===== config.mk =====
export PLATFORM = sky130hd
export DESIGN_NAME = note_sequencer
export DESIGN_NICKNAME = d
export VERILOG_FILES = /design/src/rtl/song_pkg.sv /design/src/rtl/note_sequencer.sv
export SDC_FILE = /design/constraint.sdc
export NUM_CORES = 1
export LEC_CHECK = 0
export ABC_AREA = 1
export CELL_PAD_IN_SITES_DETAIL_PLACEMENT = 0
export CELL_PAD_IN_SITES_GLOBAL_PLACEMENT = 1
export CORE_ASPECT_RATIO = 0.7
export CORE_UTILIZATION = 36
export DETAILED_ROUTE_END_ITERATION = 8
export PLACE_DENSITY = 0.9
export RECOVER_POWER = 100
export SETUP_SLACK_MARGIN = 0.15
export SLEW_MARGIN = 20
export SYNTH_ARGS = -nofsm -noshare
export SYNTH_HDL_FRONTEND = slang
export SYNTH_SLANG_ARGS = --single-unit

===== constraint.sdc =====
create_clock -name clk -period 2.3 [get_ports clk]
set_input_delay 0.46 -clock clk [delete_from_list [all_inputs] [get_ports clk]]
set_output_delay 0.46 -clock clk [all_outputs]
set_load 0.005 [all_outputs]

===== src/rtl/song_pkg.sv =====
// Shared types and constants for the song ROM walker (note_sequencer).
package song_pkg;

  typedef enum logic [2:0] {
    IDLE,
    FETCH,
    LATCH,
    START,
    WAIT
  } seq_state_t;

  // ROM word layout at the default 8-bit pitch / 8-bit duration widths.
  typedef struct packed {
    logic [7:0] pitch;
    logic [7:0] dur;
  } note_t;

  localparam int REST_PITCH = 0;
  localparam int END_DUR    = 0;

endpackage


===== src/rtl/note_sequencer.sv =====
// Walks a song ROM of {pitch, dur} words, handing each note to the duration timer and tone stage.
// Build option LOOP_SONG_EN: restart from address 0 at the end marker/wrap instead of going idle.
//
// state | meaning
// IDLE  | not playing, waits for play
// FETCH | rom_addr stable, covering the one-cycle ROM latency
// LATCH | rom_data valid: end marker or load dur/pitch
// START | note_start pulse, tone enabled for non-rest notes
// WAIT  | note sounding until dur_done
module note_sequencer
  import song_pkg::*;
#(
  parameter int ADDR_W  = 8,
  parameter int PITCH_W = 8,
  parameter int DUR_W   = 8
) (
  input  logic                     clk,
  input  logic                     reset_n,
  input  logic                     play,
  input  logic                     stop,
  output logic [ADDR_W-1:0]        rom_addr,
  input  logic [PITCH_W+DUR_W-1:0] rom_data,
  output logic [DUR_W-1:0]         dur,
  output logic                     note_start,
  input  logic                     dur_done,
  output logic [PITCH_W-1:0]       pitch,
  output logic                     tone_en,
  output logic                     playing,
  output logic                     song_end
);

  localparam logic [ADDR_W-1:0] ADDR_LAST = '1;

  seq_state_t           state;
  logic [DUR_W-1:0]     rom_dur;
  logic [PITCH_W-1:0]   rom_pitch;
  logic                 at_end;

  assign rom_dur   = rom_data[DUR_W-1:0];
  assign rom_pitch = rom_data[PITCH_W+DUR_W-1:DUR_W];

  // The last address finishing is treated exactly like reading an end marker.
  assign at_end = ((state == LATCH) && (rom_dur == DUR_W'(END_DUR))) ||
                  ((state == WAIT) && dur_done && (rom_addr == ADDR_LAST));

  always_ff @(posedge clk or negedge reset_n) begin
    if (!reset_n) begin
      state      <= IDLE;
      rom_addr   <= '0;
      dur        <= '0;
      pitch      <= '0;
      note_start <= 1'b0;
      tone_en    <= 1'b0;
      playing    <= 1'b0;
      song_end   <= 1'b0;
    end else begin
      note_start <= 1'b0;
      song_end   <= 1'b0;
      if (stop) begin
        state   <= IDLE;
        tone_en <= 1'b0;
        playing <= 1'b0;
        dur     <= '0;
        pitch   <= '0;
      end else if (at_end) begin
        song_end <= 1'b1;
        tone_en  <= 1'b0;
`ifdef LOOP_SONG_EN
        rom_addr <= '0;
        state    <= FETCH;
`else
        state    <= IDLE;
        playing  <= 1'b0;
        dur      <= '0;
        pitch    <= '0;
`endif
      end else begin
        case (state)
          IDLE: begin
            if (play) begin
              rom_addr <= '0;
              playing  <= 1'b1;
              state    <= FETCH;
            end
          end
          FETCH: state <= LATCH;
          LATCH: begin
            dur        <= rom_dur;
            pitch      <= rom_pitch;
            note_start <= 1'b1;
            tone_en    <= (rom_pitch != PITCH_W'(REST_PITCH));
            state      <= START;
          end
          // dur_done is still high from the previous note here, so it is not looked at.
          START: state <= WAIT;
          WAIT: begin
            if (dur_done) begin
              tone_en  <= 1'b0;
              rom_addr <= rom_addr + ADDR_W'(1);
              state    <= FETCH;
            end
          end
          default: state <= IDLE;
        endcase
      end
    end
  end

endmodule


# Yosys cells after proc, flatten, opt, wreduce, memory -nomap -nowiden
# Index checks and enable logic that the tools add are counted.
dict set report op_classes {
  n_bitwise 2
  n_reduce_logical 16
  muxes 27
  add_sub_neg 1
  eq_ne 9
}
# operator count
set ops {}
lappend ops {{8-bit 2-to-1 mux} 8}
lappend ops {{8-bit case mux with 2 select lines} 1}
lappend ops {{3-bit case mux with 5 select lines} 1}
lappend ops {{1-bit 2-to-1 mux} 12}
lappend ops {{3-bit 2-to-1 mux} 4}
lappend ops {{3-bit nonzero test} 3}
lappend ops {{8-bit by 1-bit adder with 8-bit output, second input constant} 1}
lappend ops {{8-bit == test, second input constant} 1}
lappend ops {{8-bit zero test} 1}
lappend ops {{4-bit inequality test, second input constant} 2}
lappend ops {{8-bit nonzero test} 1}
lappend ops {{3-bit by 2-bit == test with 1-bit output, second input constant} 2}
lappend ops {{2-bit AND reduction} 3}
lappend ops {{5-bit AND reduction} 1}
lappend ops {{2-bit inequality test, second input constant} 2}
lappend ops {{4-bit nonzero test} 1}
lappend ops {{3-bit by 1-bit == test with 1-bit output, second input constant} 1}
lappend ops {{3-bit == test, second input constant} 1}
lappend ops {{1-bit logical AND} 3}
lappend ops {{3-bit zero test} 1}
lappend ops {{1-bit inverter} 2}
lappend ops {{1-bit case mux with 2 select lines} 1}
lappend ops {{2-bit nonzero test} 1}
lappend ops {{1-bit logical OR} 1}
dict set report totals {
  word_cells 63
  out_inout_bits 28
  reg_bits 31
  input_bits 21
}

# Longest topological paths before layout
# Gate-level depths: netlist of run 1.
dict set report logic_depth {
  ltp_word 6
  ltp_mapped 9
  mapped_depth_nobuf 9
}

# Worst setup path after synthesis of run 1
# OpenSTA, ideal clock, no wires.
dict set report synth_timing {
  kind {register -> register}
  start {reg rom_addr[0]}
  end {reg dur[3]}
  synth_period_minus_slack_ps 1461
  stages_incl_launch_ff 8
  slack_ps 839
  arrival_ps 1342
  cell_sequence {dfrtp_1 ha_1 nand3_1 nor2_2 nand2_4 nand4_4 buf_6 o21ai_2}
}
dict set report synth_between {
  elab_chain_cells 5
}
# element line_no
set synth_rtl {}
lappend synth_rtl {{start, declared} note_sequencer.sv:21} ;# output logic [ADDR_W-1:0] rom_addr,
lappend synth_rtl {{start signal, assigned} note_sequencer.sv:99} ;# rom_addr <= rom_addr + ADDR_W'(1);
lappend synth_rtl {{8-bit == test (*)} note_sequencer.sv:44} ;# ((state == WAIT) && dur_done && (rom_addr == ADDR_LAST));
lappend synth_rtl {{1-bit logical AND (*)} note_sequencer.sv:44}
lappend synth_rtl {{1-bit logical OR (*)} note_sequencer.sv:43} ;# assign at_end = ((state == LATCH) && (rom_dur == DUR_W'(END_DUR))) ||
lappend synth_rtl {{8-bit 2-to-1 mux} note_sequencer.sv:65} ;# end else if (at_end) begin
lappend synth_rtl {{8-bit 2-to-1 mux} note_sequencer.sv:59} ;# if (stop) begin
lappend synth_rtl {{end signal, assigned} note_sequencer.sv:88} ;# dur <= rom_dur;
lappend synth_rtl {{end, declared} note_sequencer.sv:23} ;# output logic [DUR_W-1:0] dur,
# Every way passes the cells marked *; elsewhere a longest branch is shown, timed or not.
# A chain may end at the register's enable or synchronous reset.

# Worst setup path in the final report of run 1
dict set report layout_timing {
  start {in stop}
  end {reg tone_en}
}
dict set report layout_between {
  elab_chain_cells 2
}
# element line_no
set layout_rtl {}
lappend layout_rtl {{start, declared} note_sequencer.sv:20} ;# input logic stop,
lappend layout_rtl {{4-bit inequality test (no line) or 4-bit nonzero test (tied branches)} --}
lappend layout_rtl {{2-bit AND reduction (no line)} --}
lappend layout_rtl {{end signal, assigned} note_sequencer.sv:91} ;# tone_en <= (rom_pitch != PITCH_W'(REST_PITCH));
lappend layout_rtl {{end, declared} note_sequencer.sv:27} ;# output logic tone_en,
# Several ways; a longest one is shown, not always the timed one.

==> summary.md, run 1 <==
| Metric | Value |
|---|---|
| Result of the run | complete, no violations |
| Count of buffers from port buffering | 48 |
| Fraction of layout cells with a size suffix above 1 | 0.09016 |
| Slew at the pin closest to its max-slew limit | ~770 ps |
| Endpoint required time on the critical path | around 2500 ps |
| CTS tree | built |
| Vertical die dimension | 58.39 µm |
| Number of buffers and inverters on the critical path | 3 |
| Core box area | between 4000 and 5000 µm² |
| Largest voltage drop on the vdd net | roughly 0.32 mV |
| Buffers inserted by post-CTS timing repair | 0 |
| ANT nets after route | 0 |
| Unrepaired setup endpoints after global routing | false |
| Worst-case headroom to the max-slew limit | 0.4864 |
| Start point of the worst hold path | playing |
| Aggregate global routing overflow | 0 |
| Total global-route track usage | 0.1769 |
| Half-perimeter wire length after detailed placement | 2.717 mm |
| Critical path endpoint category | flop |
| Number of global-route vias before repair | between 1000 and 1500 |
| Post-synthesis average cell area | between 8 and 9 µm² |
| Crit Path Max Fanout | 17 |
| WL per Instance | roughly 13 µm |
| Instance count on the critical path | 5 |
| Critical Path, Cell by Cell | clkdlybuf4s50_1 > inv_1 > clkbuf_1 > o21ai_0 > nor3_1 |
| Most common library cell in the layout ignoring fill and taps | sky130_fd_sc_hd__nand2_1 |
| Root buffer cell | sky130_fd_sc_hd__clkbuf_8 |
| Net count reported at finish | between 200 and 300 |
| Number of buffers added to fix hold violations after cts | 0 |
| Hold Path Cell Cnt | 2 |
| CP max stage cell | sky130_fd_sc_hd__clkbuf_1 |
| Most frequent cells in the layout | sky130_fd_sc_hd__nand2_1, sky130_fd_sc_hd__dfrtp_1, sky130_fd_sc_hd__dlygate4sd3_1 |
| Clock transition at path regs | roughly 70 ps |
| Die width | approximately 83 µm |
| Count of clock tree sinks | 31 |
| Pin count of the biggest net entering global routing | 32 |
| Sequential cell area fraction in the yosys report | 0.4744 |
| Post-synthesis instance total | 192 |
| CTS resizes | 0 |
| Final worst-path cycle share | 0.8515 |
| Worst endpoint data arrival time | 2160 ps |
| Worst min-delay path class | reg -> reg |
| Post-route DRC violation count | 0 |
| Iteration-0 DRC count of the detailed router | 77 |
| Maximum level of the CTS H-tree | 2 |
| Crit path time final | just under 2000 ps |
| Type of element launching the critical path | input port |
| Detailed Routing Iterations Pass 1 | 4 |
| Number of enable flip-flop cells after synthesis | 0 |
| Async set-or-reset flop fraction in the synthesized netlist | 1.000 |
| Effective utilization at floorplan | 0.3756 |
| Standard-cell row count | 20 |
| # Max-Cap Violations | 0 |
| Type of the worst setup path | in -> reg |
| Count of endpoints failing hold in the final timing report | 0 |
| Yosys cell types | 28 |
| Utilization after layout | 0.5078 |
| Beginning of the critical path | stop |
| Vias per cell | 4.886 |
| Synthesis-stage register bit count | 31 |
| Worst-Skew Late Latency | 280 ps |
| Post-synthesis instance area | around 1600 µm² |
| Library cell with the largest summed area after synthesis | sky130_fd_sc_hd__dfrtp_1 |
| Post-Synthesis Net Count | between 200 and 250 |
| Total negative slack | 0 ps |
| Pleak | approximately 1.1 nW |
| Total of warnings raised by yosys | 0 |
| Max clock buf depth | 2 |
| Total number of vias | 1461 |
| Total Wirelength | between 3 and 4 mm |
| Leading register cell type out of synthesis | sky130_fd_sc_hd__dfrtp_1 |
| Setup-failing EPs final | 0 |
| Initial antenna violation count | 0 |
| Top area cells in the synthesized netlist | sky130_fd_sc_hd__dfrtp_1, sky130_fd_sc_hd__nand2_1, sky130_fd_sc_hd__nand4_1 |
| Num CTS Buffers | 5 |
| Crit path largest cell delay | 610 ps |
| I/O pin cnt | 49 |
| Global-route wire length before repair | between 6 and 7 mm |
| R2R cell count | 8 |
| Diodes inserted | 0 |
| Worst R2R Start | rom_addr[0] |
| Slew Viols, Final | 0 |
| Layout-stage area growth over the synthesis result | 35.20% |
| Cell class contributing the biggest share of worst-path delay | buffers and inverters |
| Portion of synthesized cell area occupied by the leading cell type | 0.4744 |
| Upper clock frequency limit | 0.5106 GHz |
| Gpl congestion | 0.7678 |
| Areal power density over the cells | 595.8 nW/µm² |
| Worst Clk Skew | between 10 and 15 ps |
| Area enclosed by the die boundary | slightly below 5000 µm² |
per-stage QoR:
stage	total power, mW	cell area (µm²)	hold WS (ps)	setup slack [ps]	instances
2_1_floorplan	0.7786	1635	164.4	838.6	192
3_3_place_gp	0.9316	2167	512.5	375.1	292
3_5_place_dp	0.9343	2167	506.5	304.4	292
4_1_cts	1.361	2255	516.7	443.1	299
5_1_grt	1.396	2211	533.3	204.4	299
6_report	1.317	2211	508.0	341.6	299
final timing paths:
path | to | slack (ps)
max in group asynchronous | pitch[4] | 1040
max reg2reg | state[1] | 490
min reg2reg | playing | 510
min in group asynchronous | rom_addr[6] | 770
max | tone_en | 340
min | playing | 510
report_power, final:
group | leakage (nW) | total, mW | switching [mW] | internal (mW)
Clock | 0.0470 | 0.423 | 0.189 | 0.234
Sequential | 0.427 | 0.624 | 0.0337 | 0.591
Combinational | 0.673 | 0.270 | 0.145 | 0.125
Total | 1.15 | 1.32 | 0.367 | 0.950
per-layer routing:
layer  wire length, µm  vias to the layer above  GRT usage
met2              1667                       26     0.2550
met3               127                        5    0.04186
met4                48                        0    0.07389
met1              1896                      693     0.2544
met5                 0                        -          0
li1                  -                      737          -
registers in the layout, indices dropped and copies added (netlist names):
register and cells:
state 3, tone_en 1, song_end 1, dur 8, note_start 1, pitch 8
playing 1, rom_addr 8
worst reg2reg max path, delay by kind of cell, from the launching register on:
| family | cells | cell delay [ps] |
|---|---|---|
| buffers and inverters | 1 | 70 |
| and+or+nand+nor | 5 | 890 |
| DFF | 1 | 450 |
| adders and majority gates | 1 | 220 |
| AOI/OAI and AO/OA | 1 | 60 |
area by class of cell:
type | count | area [µm²]
Tap cell | 55 | 68.82
Multi-Input combinational cell | 126 | 671.9
Timing Repair Buffer | 50 | 489.2
Clock inverter | 1 | 5.005
Clock buffer | 6 | 82.58
Inverter | 30 | 117.6
Sequential cell | 31 | 775.7
Fill cell | 437 | 2143
Yosys cell counts, types with 4 or more instances:
cell / n
sky130_fd_sc_hd__nand3_1: 15
sky130_fd_sc_hd__inv_1: 28
sky130_fd_sc_hd__o21ai_0: 8
sky130_fd_sc_hd__o21ai_2: 9
sky130_fd_sc_hd__nand4_1: 18
sky130_fd_sc_hd__a21oi_1: 5
sky130_fd_sc_hd__nand2_1: 31
sky130_fd_sc_hd__nor2_1: 19
sky130_fd_sc_hd__dfrtp_1: 31
sky130_fd_sc_hd__nand2_2: 4
logic make-up (layout without fill, tap and decap cells):
logic type	count (synthesis)	in the layout	share of synthesized area
compound gates	23	23	0.09335
xor+xnor	3	3	0.01607
fa+ha+maj	1	1	0.007650
buf+inv	35	87	0.09181
flops	31	31	0.4744
simple gates	99	99	0.3168
Note: power is estimated with default switching activity, not from simulation.
==> run 2, diff against run 1 <==
CORE_ASPECT_RATIO = 1.2   (was 0.7)
==> run 2 against run 1 <==
Against the previous run:
- highest routed layer unchanged
- sequential power about the same
- clock-buffer cell count increased by 1
- critical path depth decreased by 4
- clock power decreased by 2%
- worst hold slack improved by 14 ps
- utilization increased by 0.36 points
- clock skew decreased by 5.5 ps
- critical endpoint is now rom_addr[0]
- combinational power decreased by 2%
==> summary.md, run 2 (synthesized netlist as in run 1, its figures left out) <==
| Metric | Value |
|---|---|
| Result of the run | complete, no violations (unchanged) |
| Upper clock frequency limit | 0.5488 GHz (was 0.5106 GHz) |
| Worst min-delay path class | reg -> reg (unchanged) |
| I/O pin cnt | 49 (unchanged) |
| Switching power as a share of total power | 0.2895 (was 0.2788) |
| Area enclosed by the die boundary | 4817 µm² (was 4820 µm²) |
| Aggregate global routing overflow | 0 (unchanged) |
| ANT nets after route | 0 (unchanged) |
| Core box area | 4294 µm² (was 4354 µm²) |
| Crit Path Max Fanout | 7 (was 17) |
| # Max-Cap Violations | 0 (unchanged) |
| WL per Instance | 12.00 µm (was 12.50 µm) |
| Unrepaired setup endpoints after global routing | false (unchanged) |
| Num CTS Buffers | 5 (unchanged) |
| Critical Path, Cell by Cell | dlygate4sd3_1 (was clkdlybuf4s50_1 > inv_1 > clkbuf_1 > o21ai_0 > nor3_1) |
| Max clock buf depth | 2 (unchanged) |
| Net Sw Power | 0.3773 mW (was 0.3672 mW) |
| CP max stage cell | sky130_fd_sc_hd__dlygate4sd3_1 (was sky130_fd_sc_hd__clkbuf_1) |
| Pleak | 1.130 nW (was 1.147 nW) |
| Detailed Routing Iterations Pass 1 | 4 (unchanged) |
| Largest voltage drop on the vdd net | 0.3965 mV (was 0.3191 mV) |
| Buffers inserted by post-CTS timing repair | 0 (unchanged) |
| Standard-cell row count | 26 (was 20) |
| Slew at the pin closest to its max-slew limit | 763.5 ps (was 770.4 ps) |
| Count of buffers from port buffering | 48 (unchanged) |
| Half-perimeter wire length after detailed placement | 2.659 mm (was 2.717 mm) |
| Number of placed instances with taps included | 293 (was 292) |
| Maximum level of the CTS H-tree | 2 (unchanged) |
| Worst-case register-to-register setup slack | 480 ps (was 490 ps) |
| Die width | 63.53 µm (was 82.56 µm) |
| CTS tree | built (unchanged) |
| Effective utilization at floorplan | 0.3808 (was 0.3756) |
| Crit path largest cell delay | 610 ps (about the same) |
| Internal Power | 0.9262 mW (was 0.9500 mW) |
| Clock transition at path regs | 70 ps (about the same) |
| Global-route wire length before repair | 6.279 mm (was 6.292 mm) |
| Type of the worst setup path | reg -> out (was in -> reg) |
| Worst-Skew Late Latency | 280 ps (about the same) |
| Vertical die dimension | 75.83 µm (was 58.39 µm) |
| Net count reported at finish | 266 (unchanged) |
| Number of buffers added to fix hold violations after cts | 0 (unchanged) |
| Initial antenna violation count | 0 (unchanged) |
| Share of total power in combinational logic | 0.203 (was 0.205) |
| Total Wirelength | 3.612 mm (was 3.738 mm) |
| Final worst-path cycle share | 0.7922 (was 0.8515) |
| Worst Clk Skew | 5.338 ps (was 10.89 ps) |
| Worst Setup Slack, final | 477.9 ps (was 341.6 ps) |
| Worst endpoint data arrival time | 1360 ps (was 2160 ps) |
| Critical path endpoint category | output pin (was flop) |
| Cell class contributing the biggest share of worst-path delay | buffers and inverters (unchanged) |
| Setup-failing EPs final | 0 (unchanged) |
| Count of clock tree sinks | 31 (unchanged) |
| Total number of vias | 1448 (was 1461) |
| Total negative slack | 0 ps (unchanged) |
| Areal power density over the cells | 593.6 nW/µm² (was 595.8 nW/µm²) |
| Most frequent cells in the layout | sky130_fd_sc_hd__nand2_1, sky130_fd_sc_hd__dfrtp_1, sky130_fd_sc_hd__dlygate4sd3_1 (unchanged) |
| Iteration-0 DRC count of the detailed router | 83 (was 77) |
| Number of global-route vias before repair | 1409 (was 1349) |
| Slew Viols, Final | 0 (unchanged) |
| Fraction of layout cells with a size suffix above 1 | 0.07755 (was 0.09016) |
| Worst-case headroom to the max-slew limit | 0.4910 (was 0.4864) |
| Portion of total power attributed to the clock network | 0.318 (was 0.321) |
| Count of endpoints failing hold in the final timing report | 0 (unchanged) |
| Number of buffers and inverters on the critical path | 1 (was 3) |
| Root buffer cell | sky130_fd_sc_hd__clkbuf_8 (unchanged) |
| Total global-route track usage | 0.1735 (was 0.1769) |
| Most common library cell in the layout ignoring fill and taps | sky130_fd_sc_hd__nand2_1 (unchanged) |
| Final Power | 1.304 mW (was 1.317 mW) |
| Crit path time final | 1822 ps (was 1958 ps) |
| Endpoint required time on the critical path | 1840 ps (was 2500 ps) |
| Diodes inserted | 0 (unchanged) |
| Largest regs | dur (8), pitch (8), rom_addr (8) (unchanged) |
| Part of the power in registers | 0.479 (was 0.474) |
| Gpl congestion | 0.7794 (was 0.7678) |
| Post-route DRC violation count | 0 (unchanged) |
| Number of standard cells in the final layout excluding fillers | 301 (was 299) |
| Post-placement setup slack | 361.0 ps (was 304.4 ps) |
| Pin count of the biggest net entering global routing | 32 (unchanged) |
| Layout-stage area growth over the synthesis result | 34.28% (was 35.20%) |
| CTS resizes | 0 (unchanged) |
| Vias per cell | 4.811 (was 4.886) |
| Type of element launching the critical path | flop (was input port) |
[run 2: cell types whose count changed in the layout (fill, tap and decap cells not counted), sizes merged]
cell and delta:
clkbuf +1
[run 2: power by group through the flow]
stage          clock network [mW]  logic [mW]  registers [mW]
3_5_place_dp                    0       0.298           0.636
4_1_cts                     0.424       0.300           0.627
2_1_floorplan                   0       0.145           0.634
6_report                    0.415       0.264           0.625
3_3_place_gp                    0       0.293           0.635
5_1_grt                     0.452       0.297           0.631
[run 2: layout make-up]
class / count / area, µm²
Clock inverter: 1 / 5.005
Multi-Input combinational cell: 126 / 661.9
Fill cell: 446 / 2098
Inverter: 30 / 117.6
Clock buffer: 7 / 76.32
Tap cell: 56 / 70.07
Sequential cell: 31 / 775.7
Timing Repair Buffer: 50 / 489.2
[run 2: stage by stage]
step | area, µm² | hold WS (ps) | util
2_1_floorplan | 1635 | 164.4 | -
3_3_place_gp | 2168 | 512.8 | 0.5050
3_5_place_dp | 2168 | 530.2 | 0.5050
4_1_cts | 2250 | 540.1 | 0.5239
5_1_grt | 2196 | 562.7 | 0.5114
6_report | 2196 | 521.7 | 0.5114
[run 2: worst paths after layout]
path                                    end  cells past startpoint   startpoint
max in group asynchronous          pitch[4]                      2      reset_n
worst min register to register      playing                      2      playing
worst min-delay path                playing                      2      playing
min in group asynchronous       rom_addr[2]                      2      reset_n
worst max-delay path            rom_addr[0]                      1  rom_addr[0]
worst max register to register  rom_addr[5]                      7  rom_addr[0]
[run 2: worst min-delay path, stage by stage, from the launching register on]
cell                      delay, ps
sky130_fd_sc_hd__dfrtp_1        380
sky130_fd_sc_hd__inv_1           50
sky130_fd_sc_hd__a21oi_1         50
[run 2: per-layer routing]
metal | part of all wire | up-vias | GRT usage
li1 | - | 740 | -
met1 | 0.45 | 664 | 0.2008
met3 | 0.045 | 5 | 0.05539
met2 | 0.49 | 39 | 0.3050
met4 | 0.013 | 0 | 0.06061
met5 | 0 | - | 0
==> run 3, diff against run 2 <==
CORE_UTILIZATION = 34   (was 36)
PLACE_DENSITY = 0.86   (was 0.9)
clock period = 1.69 ns   (was 2.3 ns; I/O delays follow)
==> run 3 against run 2 <==
Against the previous run:
- utilization increased by 2.0 points
- clock skew decreased by 1.3 ps
- clock-buffer cell count grew 1
- worst hold slack got worse by 5.5 ps
- die area rose by 5.7%
==> summary.md, run 3 (synthesized netlist as in run 1, its figures left out) <==
| Metric | Value |
|---|---|
| WL per Instance | 12.47 µm (was 12.00 µm) |
| Total Wirelength | 4.016 mm (was 3.612 mm) |
| Final worst-path cycle share | 0.9405 |
| I/O pin cnt | 49 (unchanged) |
| Standard-cell row count | 27 (was 26) |
| Count of buffers from port buffering | 48 (unchanged) |
| R2R cell count | 8 (was 7) |
| Num CTS Buffers | 5 (unchanged) |
| Most frequent cells in the layout | sky130_fd_sc_hd__nand2_1, sky130_fd_sc_hd__dfrtp_1, sky130_fd_sc_hd__inv_1 (was sky130_fd_sc_hd__nand2_1, sky130_fd_sc_hd__dfrtp_1, sky130_fd_sc_hd__dlygate4sd3_1) |
| Initial antenna violation count | 0 (unchanged) |
| Gpl congestion | 0.7360 (was 0.7794) |
| Maximum level of the CTS H-tree | 2 (unchanged) |
| Worst min-delay path class | reg -> reg (unchanged) |
| Iteration-0 DRC count of the detailed router | 60 (was 83) |
| Largest voltage drop on the vdd net | 0.3705 mV (was 0.3965 mV) |
| CP max stage cell | sky130_fd_sc_hd__dlygate4sd3_1 (unchanged) |
| # Max-Cap Violations | 0 (unchanged) |
| Number of fill cells in the layout | 448 (was 446) |
| Critical path capture point | pitch[0] (was rom_addr[0]) |
| Effective utilization at floorplan | 0.3559 (was 0.3808) |
| Type of element launching the critical path | flop (unchanged) |
| Hold Path Cell Cnt | 2 (unchanged) |
| Most common library cell in the layout ignoring fill and taps | sky130_fd_sc_hd__nand2_1 (unchanged) |
| Crit path largest cell delay | 580 ps (was 610 ps) |
| Half-perimeter wire length after detailed placement | 2.714 mm (was 2.659 mm) |
| Crit Path Max Fanout | 2 (was 7) |
| Max clock buf depth | 2 (unchanged) |
| Highest routed layer | met4 (unchanged) |
| Worst-Skew Late Latency | 290 ps (was 280 ps) |
| Number of placed instances with taps included | 301 (was 293) |
| Wl on met1 | 1.740 mm (was 1.622 mm) |
| Pin count of the biggest net entering global routing | 32 (unchanged) |
| Critical Path, Cell by Cell | dlygate4sd3_1 (unchanged) |
| Upper clock frequency limit | 0.6291 GHz |
| Global-route wire length before repair | 6.817 mm (was 6.279 mm) |
| Switching power as a share of total power | 0.2823 (was 0.2895) |
| Worst endpoint data arrival time | 1250 ps (was 1360 ps) |
| Total global-route track usage | 0.1782 (was 0.1735) |
| Crit path time final | ~1600 ps |
| Root buffer cell | sky130_fd_sc_hd__clkbuf_8 (unchanged) |
| Layout-stage area growth over the synthesis result | 49.20% (was 34.28%) |
| Worst-case headroom to the max-slew limit | 0.4887 (was 0.4910) |
| Internal Power | 1.370 mW (was 0.9262 mW) |
| CTS tree | built (unchanged) |
| Vias per cell | 4.811 (about the same) |
| Largest regs | dur (8), pitch (8), rom_addr (8) (unchanged) |
| Worst-case register-to-register setup slack | 170 ps (was 480 ps) |
| Diodes inserted | 0 (unchanged) |
| Areal power density over the cells | 782.3 nW/µm² (was 593.6 nW/µm²) |
| ANT nets after route | 0 (unchanged) |
| Post-route worst hold slack | 516.2 ps (was 521.7 ps) |
| Total number of vias | 1549 (was 1448) |
| Vertical die dimension | 77.97 µm (was 75.83 µm) |
| Pleak | 1.267 nW (was 1.130 nW) |
| Instance count on the critical path | 1 (unchanged) |
| Die width | 65.31 µm (was 63.53 µm) |
| Aggregate global routing overflow | 0 (unchanged) |
| Slew at the pin closest to its max-slew limit | 767.0 ps (was 763.5 ps) |
| Part of the power in registers | 0.443 (was 0.479) |
| Met2 routed wirelength | 1.969 mm (was 1.781 mm) |
| Fraction of layout cells with a size suffix above 1 | 0.1970 (was 0.07755) |
| Post-route DRC violation count | 0 (unchanged) |
| Cell class contributing the biggest share of worst-path delay | buffers and inverters (unchanged) |
| Worst R2R Start | rom_addr[6] (was rom_addr[0]) |
| Detailed Routing Iterations Pass 1 | 4 (unchanged) |
| Portion of total power attributed to the clock network | 0.339 (was 0.318) |
| Net count reported at finish | 285 (was 266) |
| Core box area | 4594 µm² (was 4294 µm²) |
| Clock transition at path regs | 60 ps (was 70 ps) |
| Type of the worst setup path | reg -> out (unchanged) |
| Slew Viols, Final | 0 (unchanged) |
| Endpoint required time on the critical path | 1350 ps (was 1840 ps) |
| Count of clock tree sinks | 31 (unchanged) |
| Unrepaired setup endpoints after global routing | true (was false) |
| Number of global-route vias before repair | 1503 (was 1409) |
| Count of endpoints failing hold in the final timing report | 0 (unchanged) |
| Area enclosed by the die boundary | 5092 µm² (was 4817 µm²) |
| Number of standard cells in the final layout excluding fillers | 322 (was 301) |
| Result of the run | complete, no violations (unchanged) |
| Final Power | 1.909 mW (was 1.304 mW) |
| Number of buffers added to fix hold violations after cts | 0 (unchanged) |
| Beginning of the critical path | pitch[0] (was rom_addr[0]) |
| Number of buffers and inverters on the critical path | 1 (unchanged) |
| Worst reg2reg path endpoint | dur[5] (was rom_addr[5]) |
| Detailed-routed wire length on met3 | 231 µm (was 162 µm) |
| Share of total power in combinational logic | 0.218 (was 0.203) |
| Critical path endpoint category | output pin (unchanged) |
| Worst Clk Skew | 4.029 ps (was 5.338 ps) |
| Setup-failing EPs final | 0 (unchanged) |
| Net Sw Power | 0.5389 mW (was 0.3773 mW) |
run 3: changes by cell type in the layout (fill, tap and decap cells not counted), moves of 2 or more:
cell / delta
sky130_fd_sc_hd__o21ai_0: -11
sky130_fd_sc_hd__dlygate4sd3_1: -5
sky130_fd_sc_hd__o21ai_1: +2
sky130_fd_sc_hd__clkdlybuf4s25_1: +3
sky130_fd_sc_hd__buf_4: +15
sky130_fd_sc_hd__o21ai_2: +9
sky130_fd_sc_hd__clkbuf_8: +2
run 3: how the worst min path moves through the flow:
stage | endpoint | from | slack (ps)
finish | playing | playing | 520
CTS | rom_addr[1] | reset_n | 460
floorplan | dur[0] | reset_n | 40
global placement | playing | playing | 510
global route | playing | playing | 570
detailed placement | playing | playing | 510
run 3: layer usage:
metal | global-route usage | vias up
met4 | 0.07174 | 0
li1 | - | 781
met5 | 0 | -
met1 | 0.2213 | 698
met3 | 0.04853 | 7
met2 | 0.2876 | 63
run 3: final cells by class:
type	count	area, µm²	area share
tap	58	72.57	0.02974
inverter	30	117.6	0.04821
clock buffer	8	100.1	0.04103
sequential	31	775.7	0.3179
timing repair buffer	68	631.9	0.2590
multi-input combinational	127	742.0	0.3041
run 3: repair_timing:
action                     4_1_cts  5_1_grt
buffers inserted                11        1
pin swaps                        1        2
gates cloned                     1        0
gates resized for setup          3       11
setup endpoints to repair       24       32
run 3: metrics by stage:
stage	area, µm²	setup WS, ps	setup TNS [ps]	utilization
5_1_grt	2440	57.77	0	0.5310
3_5_place_dp	2228	-70.38	-772.8	0.4850
3_3_place_gp	2228	-42.05	-413.1	0.4850
2_1_floorplan	1635	228.6	0	-
4_1_cts	2435	67.25	0	0.5300
6_report	2440	100.5	0	0.5310
run 3: power by group through the flow:
| stage | sequential [mW] | clock, mW | combinational (mW) |
|---|---|---|---|
| floorplan | 0.862 | 0 | 0.197 |
| global placement | 0.862 | 0 | 0.425 |
| detailed placement | 0.860 | 0 | 0.431 |
| CTS | 0.848 | 0.670 | 0.443 |
| global route | 0.854 | 0.710 | 0.459 |
| finish | 0.845 | 0.647 | 0.416 |
